`src/rtl/pc_unit.sv`:
```
// Program counter stage: holds the PC that addresses program ROM and feeds the jump unit.
// Latency: control inputs sampled at a clock edge show up on pc right after that edge.
// Backpressure: none; advance/jump/call/return/hold are decided every cycle.
//
// Ports:
//   clk, reset    clock and asynchronous active-high reset
//   inc           advance pc by one
//   pcoe, pcin    jump taken and its target
//   call, ret     push the return address on a taken jump / pop it back into pc
//   pc            current program counter (registered)
//   stack_empty   return stack holds no entries (registered)
//   stack_full    return stack holds STACK_DEPTH entries (registered)
//   stack_err     sticky overflow/underflow flag, cleared only by reset
//
// Build option: define PC_STACK_EN to include the return stack. Without it, call and
// ret are ignored and the stack status outputs are tied to empty / not full / no error.
module pc_unit #(
  parameter int               WIDTH       = 16,
  parameter logic [WIDTH-1:0] RESET_VEC   = '0,
  parameter int               STACK_DEPTH = 8
) (
  input  logic             clk,
  input  logic             reset,
  input  logic             inc,
  input  logic             pcoe,
  input  logic [WIDTH-1:0] pcin,
  input  logic             call,
  input  logic             ret,
  output logic [WIDTH-1:0] pc,
  output logic             stack_empty,
  output logic             stack_full,
  output logic             stack_err
);

  logic [WIDTH-1:0] pc_inc;
  logic [WIDTH-1:0] pc_nxt;

  // Wraps modulo 2^WIDTH; no carry is reported.
  assign pc_inc = pc + WIDTH'(1);

`ifdef PC_STACK_EN

  localparam int AW  = $clog2(STACK_DEPTH);
  // One extra bit so that "full" (sp == STACK_DEPTH) is distinguishable from "empty".
  localparam int SPW = AW + 1;

  logic [WIDTH-1:0] stack_mem [STACK_DEPTH];
  logic [SPW-1:0]   sp;
  logic [SPW-1:0]   sp_nxt;
  logic [AW-1:0]    rd_idx;
  logic [AW-1:0]    wr_idx;
  logic             sp_empty;
  logic             sp_full;
  logic             push_en;
  logic             err_set;

  assign sp_empty = (sp == '0);
  assign sp_full  = (sp == SPW'(STACK_DEPTH));
  assign rd_idx   = AW'(sp - SPW'(1));
  assign wr_idx   = AW'(sp);

  // Priority: ret > pcoe > inc > hold. The stack read is combinational so a
  // return lands in pc on the same edge that ret is sampled.
  always_comb begin
    pc_nxt  = pc;
    sp_nxt  = sp;
    push_en = 1'b0;
    err_set = 1'b0;
    if (ret) begin
      if (sp_empty) begin
        // Underflow: keep the program moving forward rather than stalling.
        pc_nxt  = pc_inc;
        err_set = 1'b1;
      end else begin
        pc_nxt = stack_mem[rd_idx];
        sp_nxt = sp - SPW'(1);
      end
    end else if (pcoe) begin
      pc_nxt = pcin;
      if (call) begin
        if (sp_full) begin
          // Overflow: still take the jump, but the return address is lost.
          err_set = 1'b1;
        end else begin
          push_en = 1'b1;
          sp_nxt  = sp + SPW'(1);
        end
      end
    end else if (inc) begin
      pc_nxt = pc_inc;
    end
  end

  // Stack storage has no reset; entries above sp are never read.
  always_ff @(posedge clk) begin
    if (push_en) begin
      stack_mem[wr_idx] <= pc_inc;
    end
  end

  always_ff @(posedge clk or posedge reset) begin
    if (reset) begin
      pc          <= RESET_VEC;
      sp          <= '0;
      stack_empty <= 1'b1;
      stack_full  <= 1'b0;
      stack_err   <= 1'b0;
    end else begin
      pc          <= pc_nxt;
      sp          <= sp_nxt;
      // Status flags are computed from the next sp so they track sp edge-for-edge.
      stack_empty <= (sp_nxt == '0);
      stack_full  <= (sp_nxt == SPW'(STACK_DEPTH));
      stack_err   <= stack_err | err_set;
    end
  end

`else

  // call and ret have no meaning without the stack.
  logic unused_stack_ctl;
  assign unused_stack_ctl = call ^ ret;

  // Priority: pcoe > inc > hold.
  always_comb begin
    pc_nxt = pc;
    if (pcoe) begin
      pc_nxt = pcin;
    end else if (inc) begin
      pc_nxt = pc_inc;
    end
  end

  always_ff @(posedge clk or posedge reset) begin
    if (reset) begin
      pc <= RESET_VEC;
    end else begin
      pc <= pc_nxt;
    end
  end

  assign stack_empty = 1'b1;
  assign stack_full  = 1'b0;
  assign stack_err   = 1'b0;

`endif

endmodule

```
`config.mk`:
```
export PLATFORM = sky130hd
export DESIGN_NAME = pc_unit
export DESIGN_NICKNAME = d
export VERILOG_FILES = /design/src/rtl/pc_unit.sv
export SDC_FILE = /design/constraint.sdc
export NUM_CORES = 1
export LEC_CHECK = 0
export CORE_MARGIN = 2
export CORE_UTILIZATION = 40
export DETAILED_ROUTE_END_ITERATION = 6
export PLACE_DENSITY = 0.85
export SYNTH_ARGS = -nofsm -noshare
export SYNTH_HDL_FRONTEND = slang
export SYNTH_SLANG_ARGS = --single-unit
```
`constraint.sdc`:
```
create_clock -name clk -period 1.7 [get_ports clk]
set_input_delay 0.34 -clock clk [delete_from_list [all_inputs] [get_ports clk]]
set_output_delay 0.34 -clock clk [all_outputs]
set_load 0.05 [all_outputs]
```
# Word level (Yosys, flattened, before mapping)
# Cells that the tools add are included.
# totals
out_inout_bits	19
ram_bits	0
wordCells	5
romBits	0
latchBits	0
ff_bits	16
inputBits	22
memories	0
# classes
multipliers	0
shift	0
addsub	1
order_cmp	0
n_reduce_logical	1
div	0
n_eq_ne	0
n_mux	2
bitwise	0
# op_table
cell	n
16-bit two-way mux	2
16-bit by 1-bit adder with 16-bit output (second input constant)	1
2-bit nonzero test	1

# Logic depth before layout (Yosys ltp)
# Gate-level depths: netlist of run 1.
# logic_depth
depth_word	3
mapped_depth	5
mapped_depth_nobuf	5

# Worst setup path before layout of run 1
# No wires, ideal clock.
# synth_timing
kind	reg2reg
startpoint	register pc[2]
endpoint	register pc[11]
n_path_buf	0
path_stages_with_launch	5
setup_time_ns	0.125
t_required_ns	1.575
setup_slack_ns	-0.066
synth_period_minus_slack_ns	1.766
t_arrival_ns	1.641
path_cell_list	dfrtp_1 -> nand4_4 -> nor4_2 -> xor2_1 -> mux2_2
# synth_between
elab_chain_len	3
# synth_lines
element	line_no	rtl
start: declaration	29	output logic [WIDTH-1:0] pc,
start signal: assignment	138	pc <= pc_nxt;
16-bit by 1-bit adder with 16-bit output	39	assign pc_inc = pc + WIDTH'(1);
16-bit two-way mux	129	end else if (inc) begin
16-bit two-way mux	127	if (pcoe) begin
# Every way passes these cells. The select of a mux whose other input is x is not followed.
# A chain may end at the register's enable or synchronous reset.

# Worst setup path in the final report of run 1
# layout_timing
startpoint	register pc[4]
endpoint	register pc[11]
# The elaborated chain is that of the path after synthesis.

==> results.md, run 1 <==
- Status: complete, no violations
- EDFF count, synth: 0
- Synth Instances: 106
- Count of final setup violators: 0
- Post-Synth Adder-Cell Area: under 10%
- Post-synthesis register bit count: 16
- Routed WL per cell: about 13 um
- GPL Wtd Cong: a little over 0.8
- Biggest register: pc
- Unrepaired setup endpoints after global routing: no
- Gr usage total: approximately 18%
- RR Startpoint: pc[4]$_DFFE_PP0P_
- Initial antenna violation count: 0
- XOR/XNOR Fraction of Synth Area: between 10% and 20%
- Main combinational cell family by area after synthesis: simple AND/OR/NAND/NOR gates
- Post-DP HPWL: between 1500 and 2000 um
- Max clock buf depth: 2
- ANT cells: 0
- Sequential area share after synthesis: 42.3%
- Die Wd: 52.7 um
- Max FFs per register: 16
- Netlist Area Pre-Place: about 950 um^2
- Cell Pwr Density: approximately 810 mW/mm^2
- Crit. End Element: register
- Row count: 17
- Postcts setup bufs: 0
- DR DRC count: 0
- Share of layout cells above drive strength 1: between 20% and 30%
- Fmax: 632 MHz
- Hold Fails Final Rpt: 0
- Synth cell types: 23
- Setup crit start: pc[4]$_DFFE_PP0P_
- CTS Hold Bufs: 0
- Vias: about 850
- Clk_skew: between 9 and 10 ps
- Vias in the first global route: approximately 830
- Worst EP arrival: between 1500 and 2000 ps
- Die area: between 0.002 and 0.003 mm^2
- Final Slew Violations: 0
- Leakage: roughly 0.55 nW
- Initial core utilization: a little over two fifths
- Synth Warn #: 0
- Total grt overflow: 0
- Top_reg_cell synth: dfrtp_1
- Max IR drop VDD: between 0.0006 and 0.0007 V
- Clock buffer count from CTS: 3
- Main area contributors after synthesis: dfrtp_1, nand2_1, xnor2_1
- Req. time, crit path: roughly 1900 ps
- Post-synth top area share: 42.3%
- Crit start category: register
- Routed wire length: ~2200 um
- CTS root buf: clkbuf_4
- # placed instances: between 150 and 200
- Kind of critical path: register to register
- Place WS: -106 ps
- CTS clk-pin slew, worst paths: approximately 100 ps
- Post-synthesis mux area share: 4.36%
- Synth Area in Compound Gates: under 10%
- P&R area growth vs syn: 42.3%
- Fill cells: 200
- Vias per inst: 4.98
- Depth of the CTS H-tree: 1
- CP max FO: 9
- IO Pins: approximately 40
- Die Height: approximately 53 um
- Most frequent cell after synthesis: nand2_1
- TritonCTS clock tree: built
- Nets@finish: between 150 and 200
- Cell accounting for the most synthesized area: dfrtp_1
- Worst hold path type: primary input to async pin
- PortBufs: 35
- Initial DRC Count: 7
- Clk sinks: 16
- Largest registers: pc: 16 flops
- Synth cell count leaders: nand2_1, dfrtp_1, o21ai_0, xnor2_1
- DR pass1 iterations: 4
- Post-Layout Cell Count: approximately 170
- Number of max-cap violations: 0
- Simple-gate share of the synthesized area: about 26%
- Largest net degree at the start of global routing: 17
- Period utilization: around 93%
- First-pass GRT wire length: ~3600 um
- Asr flop ratio synth: between 90% and 100%
- Final min period: ~1600 ps
- Clk Latency, worst-skew pair: roughly 290 ps
- Post-route ant nets: 0
- Final Worst Setup Slack: between 100 and 150 ps
- PostCTS Resize Cnt: 0
- Avg Inst Size Synth: 8.94 um^2
- Core Area: 0.00223 mm^2
- Post-route setup TNS: 0 ps
- Reg2Reg Depth: 4
[per-layer routing]
metal | track usage [%] | share of wire [%]
met5 | 0 | 0
met4 | 2.56 | 0.37
met3 | 5.43 | 5.0
met2 | 30.2 | 53
met1 | 22.0 | 42
[final timing paths]
kind | end | slack [ps]
min in group clk | pc[14]$_DFFE_PP0P_ | 590
max in group asynchronous | pc[1]$_DFFE_PP0P_ | 1130
worst min-delay path | pc[5]$_DFFE_PP0P_ | 360
worst min register to register | pc[0]$_DFFE_PP0P_ | 630
worst max register to register | pc[11]$_DFFE_PP0P_ | 120
worst max-delay path | pc[11]$_DFFE_PP0P_ | 120
[logic make-up after synthesis]
group,after synthesis
simple gates,44
flops,16
compound gates,15
xor+xnor,13
buf+inv,11
mux,4
other cells,2
fa+ha+maj,1
[critical path, stage by stage, from the launching register on]
cell	delay (ps)
dfrtp_1	510
nand4_4	220
nor4_2	370
xor2_1	100
mux2_2	270
[power breakdown]
part	internal, mW	switching, mW	total (mW)
clock network	0.0825	0.121	0.203
registers	0.422	0.0620	0.484
logic	0.154	0.245	0.400
[layout make-up]
class                           count  area [um^2]  share of cell area [%]
Clock buffer                        3         22.5                    1.67
Inverter                            4         15.0                    1.11
Multi-Input combinational cell     80          497                    36.9
Sequential cell                    16          405                    30.1
Tap cell                           28         35.0                    2.60
Timing Repair Buffer               40          373                    27.7
[metrics by stage]
stage / hold slack [ps] / util, % / power [mW] / instance area, um^2
final: 362 / 60.3 / 1.09 / 1350
after detailed placement: 615 / 59.3 / 0.893 / 1330
after global placement: 596 / 59.3 / 0.882 / 1330
after floorplan: 253 / - / 0.737 / 956
after global routing: 387 / 60.3 / 1.14 / 1350
after CTS: 383 / 60.3 / 1.09 / 1350
[cells in the final DEF (no fill, tap or decap), drive strengths merged]
| cell | count |
|---|---|
| and3 | 1 |
| buf | 21 |
| clkbuf | 3 |
| clkdlybuf4s50 | 19 |
| conb | 3 |
| dfrtp | 16 |
| ha | 1 |
| inv | 4 |
| mux2 | 1 |
| mux2i | 3 |
| nand2 | 20 |
| nand3 | 5 |
| nand4 | 5 |
| nor2 | 2 |
| nor2b | 2 |
| nor3 | 4 |
| nor4 | 5 |
| o21ai | 15 |
| xnor2 | 8 |
| xor2 | 5 |
Power figures use the tool's default switching activity.
==> inputs of run 2 (changes only) <==
CORE_MARGIN = unset   (was 2)
==> run 2 against run 1 <==
Against the previous run: register-to-register slack better by 30 ps; flip-flop and latch count unchanged; count of clock-buffer cells in the layout is 1 higher; die area down 7.5%; sequential power about the same; core utilization rose by 1.2 points; design area grew 1.0%; sequential share of layout area down 0.30 points; global-route usage increased by 1.5 points; non-clock buffer count unchanged.
==> results.md, run 2 (synthesis gave the netlist of run 1 again) <==
- DR pass1 iterations: 3
- Post-route setup TNS: 0 ps
- Biggest register: pc
- Commonest non-fill, non-tap cell in the layout: nand2_1
- Final Worst Setup Slack: roughly 150 ps
- Multi-input logic area: a little under 500 um^2
- CTS Hold Bufs: 0
- Crit. End Element: register
- Clock buffer count from CTS: 3
- Share of layout cells above drive strength 1: 23.6%
- Row count: 17
- GPL Wtd Cong: a little over 0.8
- Clk_skew: 8.57 ps
- # placed instances: between 150 and 200
- Routed wire length: approximately 2000 um
- CTS clk-pin slew, worst paths: roughly 90 ps
- Post-Layout Cell Count: around 170
- Status: complete, no violations
- Fmax: between 600 and 700 MHz
- CP max FO: 9
- Gr usage total: about a fifth
- Seq pwr share: a little over two fifths
- Nets@finish: 168
- Req. time, crit path: around 1900 ps
- Routed WL per cell: around 12 um
- Placed cell areas: around 0.0013 mm^2
- Crit start category: register
- Die Height: just over 50 um
- DR DRC count: 0
- Initial DRC Count: 7
- Worst hold path type: primary input to async pin
- Largest net degree at the start of global routing: 17
- Clk Latency, worst-skew pair: roughly 290 ps
- Max FFs per register: 16
- Fill cells: 205
- Setup crit start: pc[4]$_DFFE_PP0P_
- Die area: around 0.0026 mm^2
- Reg-to-reg setup timing slack: 150 ps
- P_sw: 0.419 mW
- P&R area growth vs syn: 43.7%
- Sw Share: 37.2%
- Combinational power share: a little over a third
- Post-DP HPWL: ~1700 um
- Place WS: -98.8 ps
- Vias: ~850
- PostCTS Resize Cnt: 0
- Initial antenna violation count: 0
- Max IR drop VDD: between 0.0005 and 0.0006 V
- ANT cells: 0
- Clk sinks: 16
- Crit path to: pc[11]$_DFFE_PP0P_
- Cell internal pwr: slightly above 0.7 mW
- Cell Pwr Density: around 830 mW/mm^2
- Core Area: around 0.0022 mm^2
- Final instance area: 0.00136 mm^2
- Unrepaired setup endpoints after global routing: no
- Final Slew Violations: 0
- Commonest cells after routing, fill and taps aside: nand2_1, clkdlybuf4s50_1, buf_4, o21ai_0, dfrtp_1
- Leakage: roughly 0.55 nW
- RR Startpoint: pc[4]$_DFFE_PP0P_
- Number of max-cap violations: 0
- Largest registers: pc: 16 flops
- Initial core utilization: between 40% and 50%
- CTS root buf: clkbuf_4
- Vias per inst: 4.92
- Die Wd: 50.7 um
- Reg area: 405 um^2
- Post-route ant nets: 0
- Final min period: 1550 ps
- Reg2Reg Depth: 4
- Total grt overflow: 0
- Depth of the CTS H-tree: 1
- IO Pins: 41
- PortBufs: 35
- First-pass GRT wire length: ~3600 um
- Worst EP arrival: ~1700 ps
- Max clock buf depth: 2
- TritonCTS clock tree: built
- Postcts setup bufs: 0
- Period utilization: between 90% and 100%
- Hold Fails Final Rpt: 0
- Clock share of power: 21.8%
- Count of final setup violators: 0
- Kind of critical path: register to register
- R2r endpoint: pc[11]$_DFFE_PP0P_
- Vias in the first global route: between 800 and 900
-- run 2: cell types whose count changed in the layout (fill, tap and decap cells not counted) --
cell and change:
clkbuf_8 +1
-- run 2: power by group through the flow --
stage               clock [mW]  combinational (mW)  sequential (mW)
detailed placement           0               0.401            0.491
global route             0.277               0.425            0.492
floorplan                    0               0.118            0.619
CTS                      0.259               0.402            0.484
global placement             0               0.393            0.487
finish                   0.245               0.398            0.483
-- run 2: worst min-delay path by stage --
| stage | startpoint | endpoint | depth (start not counted) |
|---|---|---|---|
| after floorplan | reset | pc[10]$_DFFE_PP0P_ | 1 |
| after global placement | pc[14]$_DFFE_PP0P_ | pc[14]$_DFFE_PP0P_ | 2 |
| after detailed placement | pc[14]$_DFFE_PP0P_ | pc[14]$_DFFE_PP0P_ | 2 |
| after CTS | reset | pc[5]$_DFFE_PP0P_ | 3 |
| after global routing | reset | pc[15]$_DFFE_PP0P_ | 3 |
| final | reset | pc[5]$_DFFE_PP0P_ | 3 |
-- run 2: worst max-delay path, stage by stage (launching register included) --
cell and delay [ps]:
dfrtp_1 510, nand4_4 220, nor4_2 340, xor2_1 100, mux2_2 270
-- run 2: per-layer routing --
metal / up-vias / global-route usage, % / part of all wire, %
met5: - / 0 / 0
met4: 0 / 7.41 / 0.97
met3: 2 / 5.76 / 4.7
met2: 24 / 33.3 / 50
met1: 392 / 21.7 / 44
li1: 429 / - / -
-- run 2: metrics by stage --
step	hold slack, ps	power [mW]	util [%]
finish	349	1.13	61.5
global route	369	1.19	61.5
CTS	349	1.14	61.5
detailed placement	614	0.892	59.9
global placement	592	0.880	59.9
floorplan	253	0.737	-
-- run 2: final cells by class --
| class | instances | area share, % |
|---|---|---|
| Multi-Input combinational cell | 80 | 36.5 |
| Sequential cell | 16 | 29.8 |
| Timing Repair Buffer | 40 | 27.4 |
| Clock buffer | 4 | 2.67 |
| Tap cell | 28 | 2.57 |
| Inverter | 4 | 1.10 |
